### src/rtl/aes_engine_datapath_ctrl_if.sv
// Bundle of controller, stream and AES-core signals seen by the engine datapath.
// The engine side uses the slave modport; the controller/stream/core environment uses master.
interface aes_engine_datapath_ctrl_if #(
  parameter int DATA_W  = 32,
  parameter int BLOCK_W = 128,
  parameter int CNT_W   = 16
);
  logic               ctrl_clear_i;
  logic               ctrl_start_i;
  logic               ctrl_enable_i;
  logic [CNT_W-1:0]   nblocks_i;
  logic               in_valid_i;
  logic               in_ready_o;
  logic [DATA_W-1:0]  in_data_i;
  logic               out_valid_o;
  logic               out_ready_i;
  logic [DATA_W-1:0]  out_data_o;
  logic               core_start_o;
  logic [BLOCK_W-1:0] core_data_o;
  logic               core_done_i;
  logic [BLOCK_W-1:0] core_data_i;
  logic               flag_busy_o;
  logic               flag_done_o;
  logic [CNT_W-1:0]   flag_blk_o;

  modport slave (
    input  ctrl_clear_i, ctrl_start_i, ctrl_enable_i, nblocks_i,
    input  in_valid_i, in_data_i, out_ready_i, core_done_i, core_data_i,
    output in_ready_o, out_valid_o, out_data_o, core_start_o, core_data_o,
    output flag_busy_o, flag_done_o, flag_blk_o
  );

  modport master (
    output ctrl_clear_i, ctrl_start_i, ctrl_enable_i, nblocks_i,
    output in_valid_i, in_data_i, out_ready_i, core_done_i, core_data_i,
    input  in_ready_o, out_valid_o, out_data_o, core_start_o, core_data_o,
    input  flag_busy_o, flag_done_o, flag_blk_o
  );
endinterface

### src/rtl/aes_engine_datapath_ctrl.sv
// AES engine datapath: packs stream beats into a block, runs it through the core,
// and streams the result back out, repeating for a programmed number of blocks.
module aes_engine_datapath_ctrl #(
  parameter int DATA_W  = 32,
  parameter int BLOCK_W = 128,
  parameter int CNT_W   = 16
) (
  input  logic                      clk,
  input  logic                      reset_n,
  aes_engine_datapath_ctrl_if.slave bus
);

  localparam int BEATS  = BLOCK_W / DATA_W;
  localparam int BEAT_W = $clog2(BEATS);
  localparam logic [BEAT_W-1:0] LAST_BEAT = BEAT_W'(BEATS - 1);

  typedef enum logic [2:0] {
    ST_IDLE,
    ST_LOAD,
    ST_CORE,
    ST_STORE,
    ST_DONE
  } state_e;

  state_e                       state_q, state_d;
  logic [BEAT_W-1:0]            beat_q, beat_d;
  logic [CNT_W-1:0]             blk_q, blk_d;
  logic [CNT_W-1:0]             nblk_q, nblk_d;
  logic                         core_first_q, core_first_d;
  logic [BEATS-1:0][DATA_W-1:0] in_blk_q, in_blk_d;
  logic [BEATS-1:0][DATA_W-1:0] out_blk_q, out_blk_d;

  logic             in_hs;
  logic             out_hs;
  logic [CNT_W-1:0] blk_inc;

  assign in_hs   = (state_q == ST_LOAD) && bus.ctrl_enable_i && bus.in_valid_i;
  assign out_hs  = (state_q == ST_STORE) && bus.out_ready_i;
  assign blk_inc = blk_q + CNT_W'(1);

  always_comb begin
    state_d      = state_q;
    beat_d       = beat_q;
    blk_d        = blk_q;
    nblk_d       = nblk_q;
    core_first_d = core_first_q;
    in_blk_d     = in_blk_q;
    out_blk_d    = out_blk_q;

    case (state_q)
      ST_IDLE: begin
        if (bus.ctrl_start_i && bus.ctrl_enable_i) begin
          nblk_d  = (bus.nblocks_i == '0) ? CNT_W'(1) : bus.nblocks_i;
          beat_d  = '0;
          blk_d   = '0;
          state_d = ST_LOAD;
        end
      end
      ST_LOAD: begin
        if (in_hs) begin
          in_blk_d[beat_q] = bus.in_data_i;
          if (beat_q == LAST_BEAT) begin
            beat_d       = '0;
            core_first_d = 1'b1;
            state_d      = ST_CORE;
          end else begin
            beat_d = beat_q + BEAT_W'(1);
          end
        end
      end
      // A done pulse in the very first CORE cycle is legal (zero-latency core).
      ST_CORE: begin
        core_first_d = 1'b0;
        if (bus.core_done_i) begin
          out_blk_d = bus.core_data_i;
          state_d   = ST_STORE;
        end
      end
      ST_STORE: begin
        if (out_hs) begin
          if (beat_q == LAST_BEAT) begin
            beat_d  = '0;
            blk_d   = blk_inc;
            state_d = (blk_inc < nblk_q) ? ST_LOAD : ST_DONE;
          end else begin
            beat_d = beat_q + BEAT_W'(1);
          end
        end
      end
      ST_DONE: begin
        state_d = ST_IDLE;
      end
      default: begin
        state_d = ST_IDLE;
      end
    endcase

    // Clear discards any partial block and wins over a simultaneous start.
    if (bus.ctrl_clear_i) begin
      state_d      = ST_IDLE;
      beat_d       = '0;
      blk_d        = '0;
      nblk_d       = '0;
      core_first_d = 1'b0;
      in_blk_d     = '0;
      out_blk_d    = '0;
    end
  end

  always_ff @(posedge clk or negedge reset_n) begin
    if (!reset_n) begin
      state_q      <= ST_IDLE;
      beat_q       <= '0;
      blk_q        <= '0;
      nblk_q       <= '0;
      core_first_q <= 1'b0;
      in_blk_q     <= '0;
      out_blk_q    <= '0;
    end else begin
      state_q      <= state_d;
      beat_q       <= beat_d;
      blk_q        <= blk_d;
      nblk_q       <= nblk_d;
      core_first_q <= core_first_d;
      in_blk_q     <= in_blk_d;
      out_blk_q    <= out_blk_d;
    end
  end

  assign bus.in_ready_o   = (state_q == ST_LOAD) && bus.ctrl_enable_i;
  assign bus.out_valid_o  = (state_q == ST_STORE);
  assign bus.out_data_o   = (state_q == ST_STORE) ? out_blk_q[beat_q] : '0;
  assign bus.core_start_o = (state_q == ST_CORE) && core_first_q;
  assign bus.core_data_o  = in_blk_q;
  assign bus.flag_busy_o  = (state_q != ST_IDLE);
  assign bus.flag_done_o  = (state_q == ST_DONE);
  assign bus.flag_blk_o   = blk_q;

endmodule
### src/flat_wrapper.sv
// flat-port wrapper written by rule: the top's interface ports become plain ports
module aes_engine_datapath_ctrl_flat 
#(
  parameter int DATA_W  = 32,
  parameter int BLOCK_W = 128,
  parameter int CNT_W   = 16
)
  (clk, reset_n, bus_ctrl_clear_i, bus_ctrl_start_i, bus_ctrl_enable_i, bus_nblocks_i, bus_in_valid_i, bus_in_data_i, bus_out_ready_i, bus_core_done_i, bus_core_data_i, bus_in_ready_o, bus_out_valid_o, bus_out_data_o, bus_core_start_o, bus_core_data_o, bus_flag_busy_o, bus_flag_done_o, bus_flag_blk_o);
  aes_engine_datapath_ctrl_if #(.DATA_W(DATA_W), .BLOCK_W(BLOCK_W), .CNT_W(CNT_W)) bus_i ();
  input  logic clk;
  input  logic reset_n;
  input wire logic [$bits(bus_i.ctrl_clear_i)-1:0] bus_ctrl_clear_i;
  input wire logic [$bits(bus_i.ctrl_start_i)-1:0] bus_ctrl_start_i;
  input wire logic [$bits(bus_i.ctrl_enable_i)-1:0] bus_ctrl_enable_i;
  input wire logic [$bits(bus_i.nblocks_i)-1:0] bus_nblocks_i;
  input wire logic [$bits(bus_i.in_valid_i)-1:0] bus_in_valid_i;
  input wire logic [$bits(bus_i.in_data_i)-1:0] bus_in_data_i;
  input wire logic [$bits(bus_i.out_ready_i)-1:0] bus_out_ready_i;
  input wire logic [$bits(bus_i.core_done_i)-1:0] bus_core_done_i;
  input wire logic [$bits(bus_i.core_data_i)-1:0] bus_core_data_i;
  output wire logic [$bits(bus_i.in_ready_o)-1:0] bus_in_ready_o;
  output wire logic [$bits(bus_i.out_valid_o)-1:0] bus_out_valid_o;
  output wire logic [$bits(bus_i.out_data_o)-1:0] bus_out_data_o;
  output wire logic [$bits(bus_i.core_start_o)-1:0] bus_core_start_o;
  output wire logic [$bits(bus_i.core_data_o)-1:0] bus_core_data_o;
  output wire logic [$bits(bus_i.flag_busy_o)-1:0] bus_flag_busy_o;
  output wire logic [$bits(bus_i.flag_done_o)-1:0] bus_flag_done_o;
  output wire logic [$bits(bus_i.flag_blk_o)-1:0] bus_flag_blk_o;
  assign bus_i.ctrl_clear_i = bus_ctrl_clear_i;
  assign bus_i.ctrl_start_i = bus_ctrl_start_i;
  assign bus_i.ctrl_enable_i = bus_ctrl_enable_i;
  assign bus_i.nblocks_i = bus_nblocks_i;
  assign bus_i.in_valid_i = bus_in_valid_i;
  assign bus_i.in_data_i = bus_in_data_i;
  assign bus_i.out_ready_i = bus_out_ready_i;
  assign bus_i.core_done_i = bus_core_done_i;
  assign bus_i.core_data_i = bus_core_data_i;
  assign bus_in_ready_o = bus_i.in_ready_o;
  assign bus_out_valid_o = bus_i.out_valid_o;
  assign bus_out_data_o = bus_i.out_data_o;
  assign bus_core_start_o = bus_i.core_start_o;
  assign bus_core_data_o = bus_i.core_data_o;
  assign bus_flag_busy_o = bus_i.flag_busy_o;
  assign bus_flag_done_o = bus_i.flag_done_o;
  assign bus_flag_blk_o = bus_i.flag_blk_o;
  aes_engine_datapath_ctrl #(.DATA_W(DATA_W), .BLOCK_W(BLOCK_W), .CNT_W(CNT_W)) u_core (.clk(clk), .reset_n(reset_n), .bus(bus_i));
endmodule
### config.mk
export PLATFORM = sky130hd
export DESIGN_NAME = aes_engine_datapath_ctrl_flat
export DESIGN_NICKNAME = d
export VERILOG_FILES = /design/src/rtl/aes_engine_datapath_ctrl_if.sv /design/src/rtl/aes_engine_datapath_ctrl.sv /design/src/flat_wrapper.sv
export SDC_FILE = /design/constraint.sdc
export NUM_CORES = 1
export LEC_CHECK = 0
export BUFFER_PORTS_ARGS = -buffer_cell sky130_fd_sc_hd__buf_2
export CAP_MARGIN = 20
export CORE_ASPECT_RATIO = 0.8
export CORE_MARGIN = 8
export CORE_UTILIZATION = 44
export DETAILED_ROUTE_END_ITERATION = 7
export PLACE_DENSITY = 0.7
export SLEW_MARGIN = 10
export SYNTH_ARGS = -nofsm -noshare
export SYNTH_HDL_FRONTEND = slang
export SYNTH_SLANG_ARGS = --single-unit
### constraint.sdc
create_clock -name clk -period 5 [get_ports clk]
set_clock_uncertainty 0.05 [all_clocks]
set_input_delay 0.75 -clock clk [delete_from_list [all_inputs] [get_ports clk]]
set_output_delay 0.75 -clock clk [all_outputs]
set_load 0.1 [all_outputs]
==> results.sh <==
export IMPL_cts_path_max_buffers=3
export IMPL_dieArea_um2=36700
export IMPL_grt_use_total_pct=21.3
export IMPL_hold_buffers=0
export IMPL_postCtsSetupBuffers=0
export IMPL_wirelength_um=39700
export IMPL_grt_antenna_before_repair=10
export IMPL_synth_enable_flop_cells=0
export IMPL_synth_area_top_cells="dfrtp_1 54%, a22o_1 8.3%, nand2b_1 6.0%"
export IMPL_drtIter0Drc=839
export IMPL_cp_arrival_ps=2860
export IMPL_gp_congestion=0.841
export IMPL_clkSinkCount=294
export IMPL_core_area_um2=30300
export IMPL_rows=57
export IMPL_tightest_slew_ps=1050
export IMPL_worstPathRequired_ps=4200
export IMPL_hold_viol_final=0
export IMPL_min_period_ps=3660
export IMPL_vias=10700
export IMPL_grt_pass1_vias=11000
export IMPL_hold_slack_ps=157
export IMPL_power_per_cell_area_nw_per_um2=324
export IMPL_dp_hpwl_um=28400
export IMPL_syn_area_per_cell_um2=11.0
export IMPL_die_w_um=212
export IMPL_cts_inserted_buffers=31
export IMPL_fin_util_pct=55.0
export IMPL_reg2reg_depth=6
export IMPL_cts_resized=0
export IMPL_r2r_end="u_core.bus.flag_blk_o[12]$_DFFE_PN0P_"
export IMPL_drc_errors=0
export IMPL_pre_cts_slack_ps=1820
export IMPL_grt_max_degree=118
export IMPL_via_per_inst=5.37
export IMPL_die_h_um=173
export IMPL_io_pin_count=365
export IMPL_finalMaxSlewViolations=0
export IMPL_power_leakage_uw=0.00828
export IMPL_yosysTopAreaCell="dfrtp_1"
export IMPL_cap_viol_max_count=0
export IMPL_synthToLayoutAreaGrowth_pct=23.3
export IMPL_cp_startpoint="u_core.beat_q[0]$_DFFE_PN0P_"
export IMPL_grt_ovfl_total=0
export IMPL_fin_ws_ps=1340
export IMPL_crit_path_start_kind="flip-flop"
export IMPL_drtPass1Iterations=6
export IMPL_r2r_slack_ps=1870
export IMPL_cts_root_buf="clkbuf_16"
export IMPL_netlist_instances=1230
export IMPL_drtAntennaViolNets=0
export IMPL_max_freq_mhz=273
export IMPL_cts_clk_slew_worst_paths_ps=60
export IMPL_worstReg2RegStart="u_core.beat_q[1]$_DFFE_PN0P_"
export IMPL_hold_path_class="in -> async"
export IMPL_clk_latency_ps=560
export IMPL_status="finished, final reports clean"
export IMPL_yosysWarnings=0
export IMPL_synth_distinct_cells=56
export IMPL_grt_pass1_wl_um=63400
export IMPL_ir_drop_v=0.000282
export IMPL_finalCritPeriodShare_pct=73.1
export IMPL_synth_top_area_share_pct=54.4
export IMPL_cts_tree="done"
export IMPL_end_kind="primary output"
export IMPL_synth_fp_nets=1434
export IMPL_synthFlopType="dfrtp_1"
export IMPL_setup_tns_ps=0
export IMPL_fillerInstances=2675
export IMPL_placedInstanceArea_um2=15600
export IMPL_crit_path_end="bus_out_data_o[18]"
export IMPL_port_buffers=364
export IMPL_routedWlPerCell_um=19.9
export IMPL_h_tree_depth=1
export IMPL_slew_headroom_pct=30.2
export IMPL_nets=1759
export IMPL_ys_seq_area_share_pct=54.4
export IMPL_netlist_area_um2=13500
export IMPL_synth_async_reset_ratio_pct=100
export IMPL_fin_area_um2=16700
export IMPL_setup_viol=0
export IMPL_path_class="reg -> out"
export IMPL_ys_ff_latch=294
export IMPL_rsz0062_at_grt="false"
export IMPL_initial_core_util_pct=44.6
export IMPL_drive_gt1_share_pct=31.1
export IMPL_crit_path_max_fanout=20
cell type report:
class | instances | area (µm²) | share of cell area [%]
clock inverter | 12 | 139 | 0.833
sequential | 294 | 7360 | 44.1
multi-input combinational | 821 | 5600 | 33.6
antenna | 6 | 15.0 | 0.0900
tap | 413 | 517 | 3.10
clock buffer | 44 | 905 | 5.42
timing repair buffer | 386 | 2060 | 12.3
inverter | 21 | 78.8 | 0.473
worst min path at each step:
stage	startpoint	endpoint	slack, ps
global placement	u_core.out_blk_q[85]$_DFFE_PN0P_	u_core.out_blk_q[85]$_DFFE_PN0P_	410
floorplan	u_core.nblk_q[0]$_DFFE_PN0P_	u_core.nblk_q[0]$_DFFE_PN0P_	390
detailed placement	u_core.nblk_q[0]$_DFFE_PN0P_	u_core.nblk_q[0]$_DFFE_PN0P_	410
CTS	reset_n	u_core.out_blk_q[7]$_DFFE_PN0P_	170
global route	reset_n	u_core.out_blk_q[7]$_DFFE_PN0P_	200
finish	reset_n	u_core.out_blk_q[7]$_DFFE_PN0P_	160
worst max-delay path, cell delays in order (launching register included):
cell and delay (ps):
dfrtp_2 790, buf_4 470, mux4_2 550, nor2b_1 140, buf_2 310
kinds of logic (layout without fill, tap and decap cells):
family / after synthesis / after routing / synth area share [%]
buf+inv: 115 / 463 / 4.35
flops: 294 / 294 / 54.4
simple gates: 425 / 425 / 16.9
fa+ha+maj: 20 / 20 / 1.85
other cells: 0 / 6 / 0
compound gates: 328 / 328 / 16.2
mux: 34 / 34 / 5.47
xor+xnor: 14 / 14 / 0.906
sequential cells by signal (all words and copies together) (netlist names):
signal / flops
u_core.bus.flag_blk_o: 16
u_core.beat_q: 2
u_core.out_blk_q: 128
u_core.state_q: 3
u_core.core_first_q: 1
u_core.nblk_q: 16
u_core.bus.core_data_o: 128
routing by layer:
metal / routed length (µm) / share of wire (%) / track usage [%]
met1: 17500 / 44 / 29.4
met2: 17900 / 45 / 32.5
met3: 3390 / 8.5 / 5.85
met4: 939 / 2.4 / 5.84
met5: 37 / 0.093 / 0
cells in the mapped netlist, drive strengths merged, types with 2 or more instances:
master and instances:
dfrtp 294, o221ai 2, nand3 23, a211o 2, inv 21, mux2i 2
a22o 128, and2 9, o31ai 6, a31oi 2, ha 20, nor3b 3
and4 2, xor2 3, nor2 19, nand4 7, buf 52, and3 3
nand2b 131, clkbuf 42, nor2b 33, or3 2, nand2 177, o21ai 144
mux4 32, nor4 6, a21oi 36, xnor2 11, nor3 5
placed cells by master, fill, tap and decap left out, types with 3 or more instances in the layout:
master / instances
o31ai_1: 6
buf_4: 19
clkbuf_16: 31
nand4_1: 4
ha_1: 20
mux4_2: 32
nand3_1: 22
a22o_1: 128
nor3_1: 3
nor2_1: 17
and2_1: 8
and3_1: 3
o21ai_1: 13
nand2b_1: 130
clkbuf_1: 5
nor3b_1: 3
nand2_1: 177
clkinv_2: 8
xnor2_1: 11
a21oi_1: 32
inv_1: 21
nor4_1: 4
xor2_1: 3
dfrtp_1: 292
diode_2: 6
bufinv_16: 3
clkbuf_8: 8
nor2b_1: 33
o21ai_0: 131
buf_2: 362
per-stage QoR:
| step | instances | total power [µW] |
|---|---|---|
| final | 1997 | 5400 |
| after CTS | 1989 | 5450 |
| after detailed placement | 1933 | 3080 |
| after global routing | 1997 | 5610 |
| after floorplan | 1230 | 2850 |
| after global placement | 1931 | 3060 |
power by group:
group	internal [µW]	leakage [µW]	switching, µW	total (µW)
combinational	197	0.00378	298	495
clock	1400	0.000524	961	2370
sequential	2470	0.00397	63.0	2540
No activity file was read; power rests on OpenSTA's default activity.
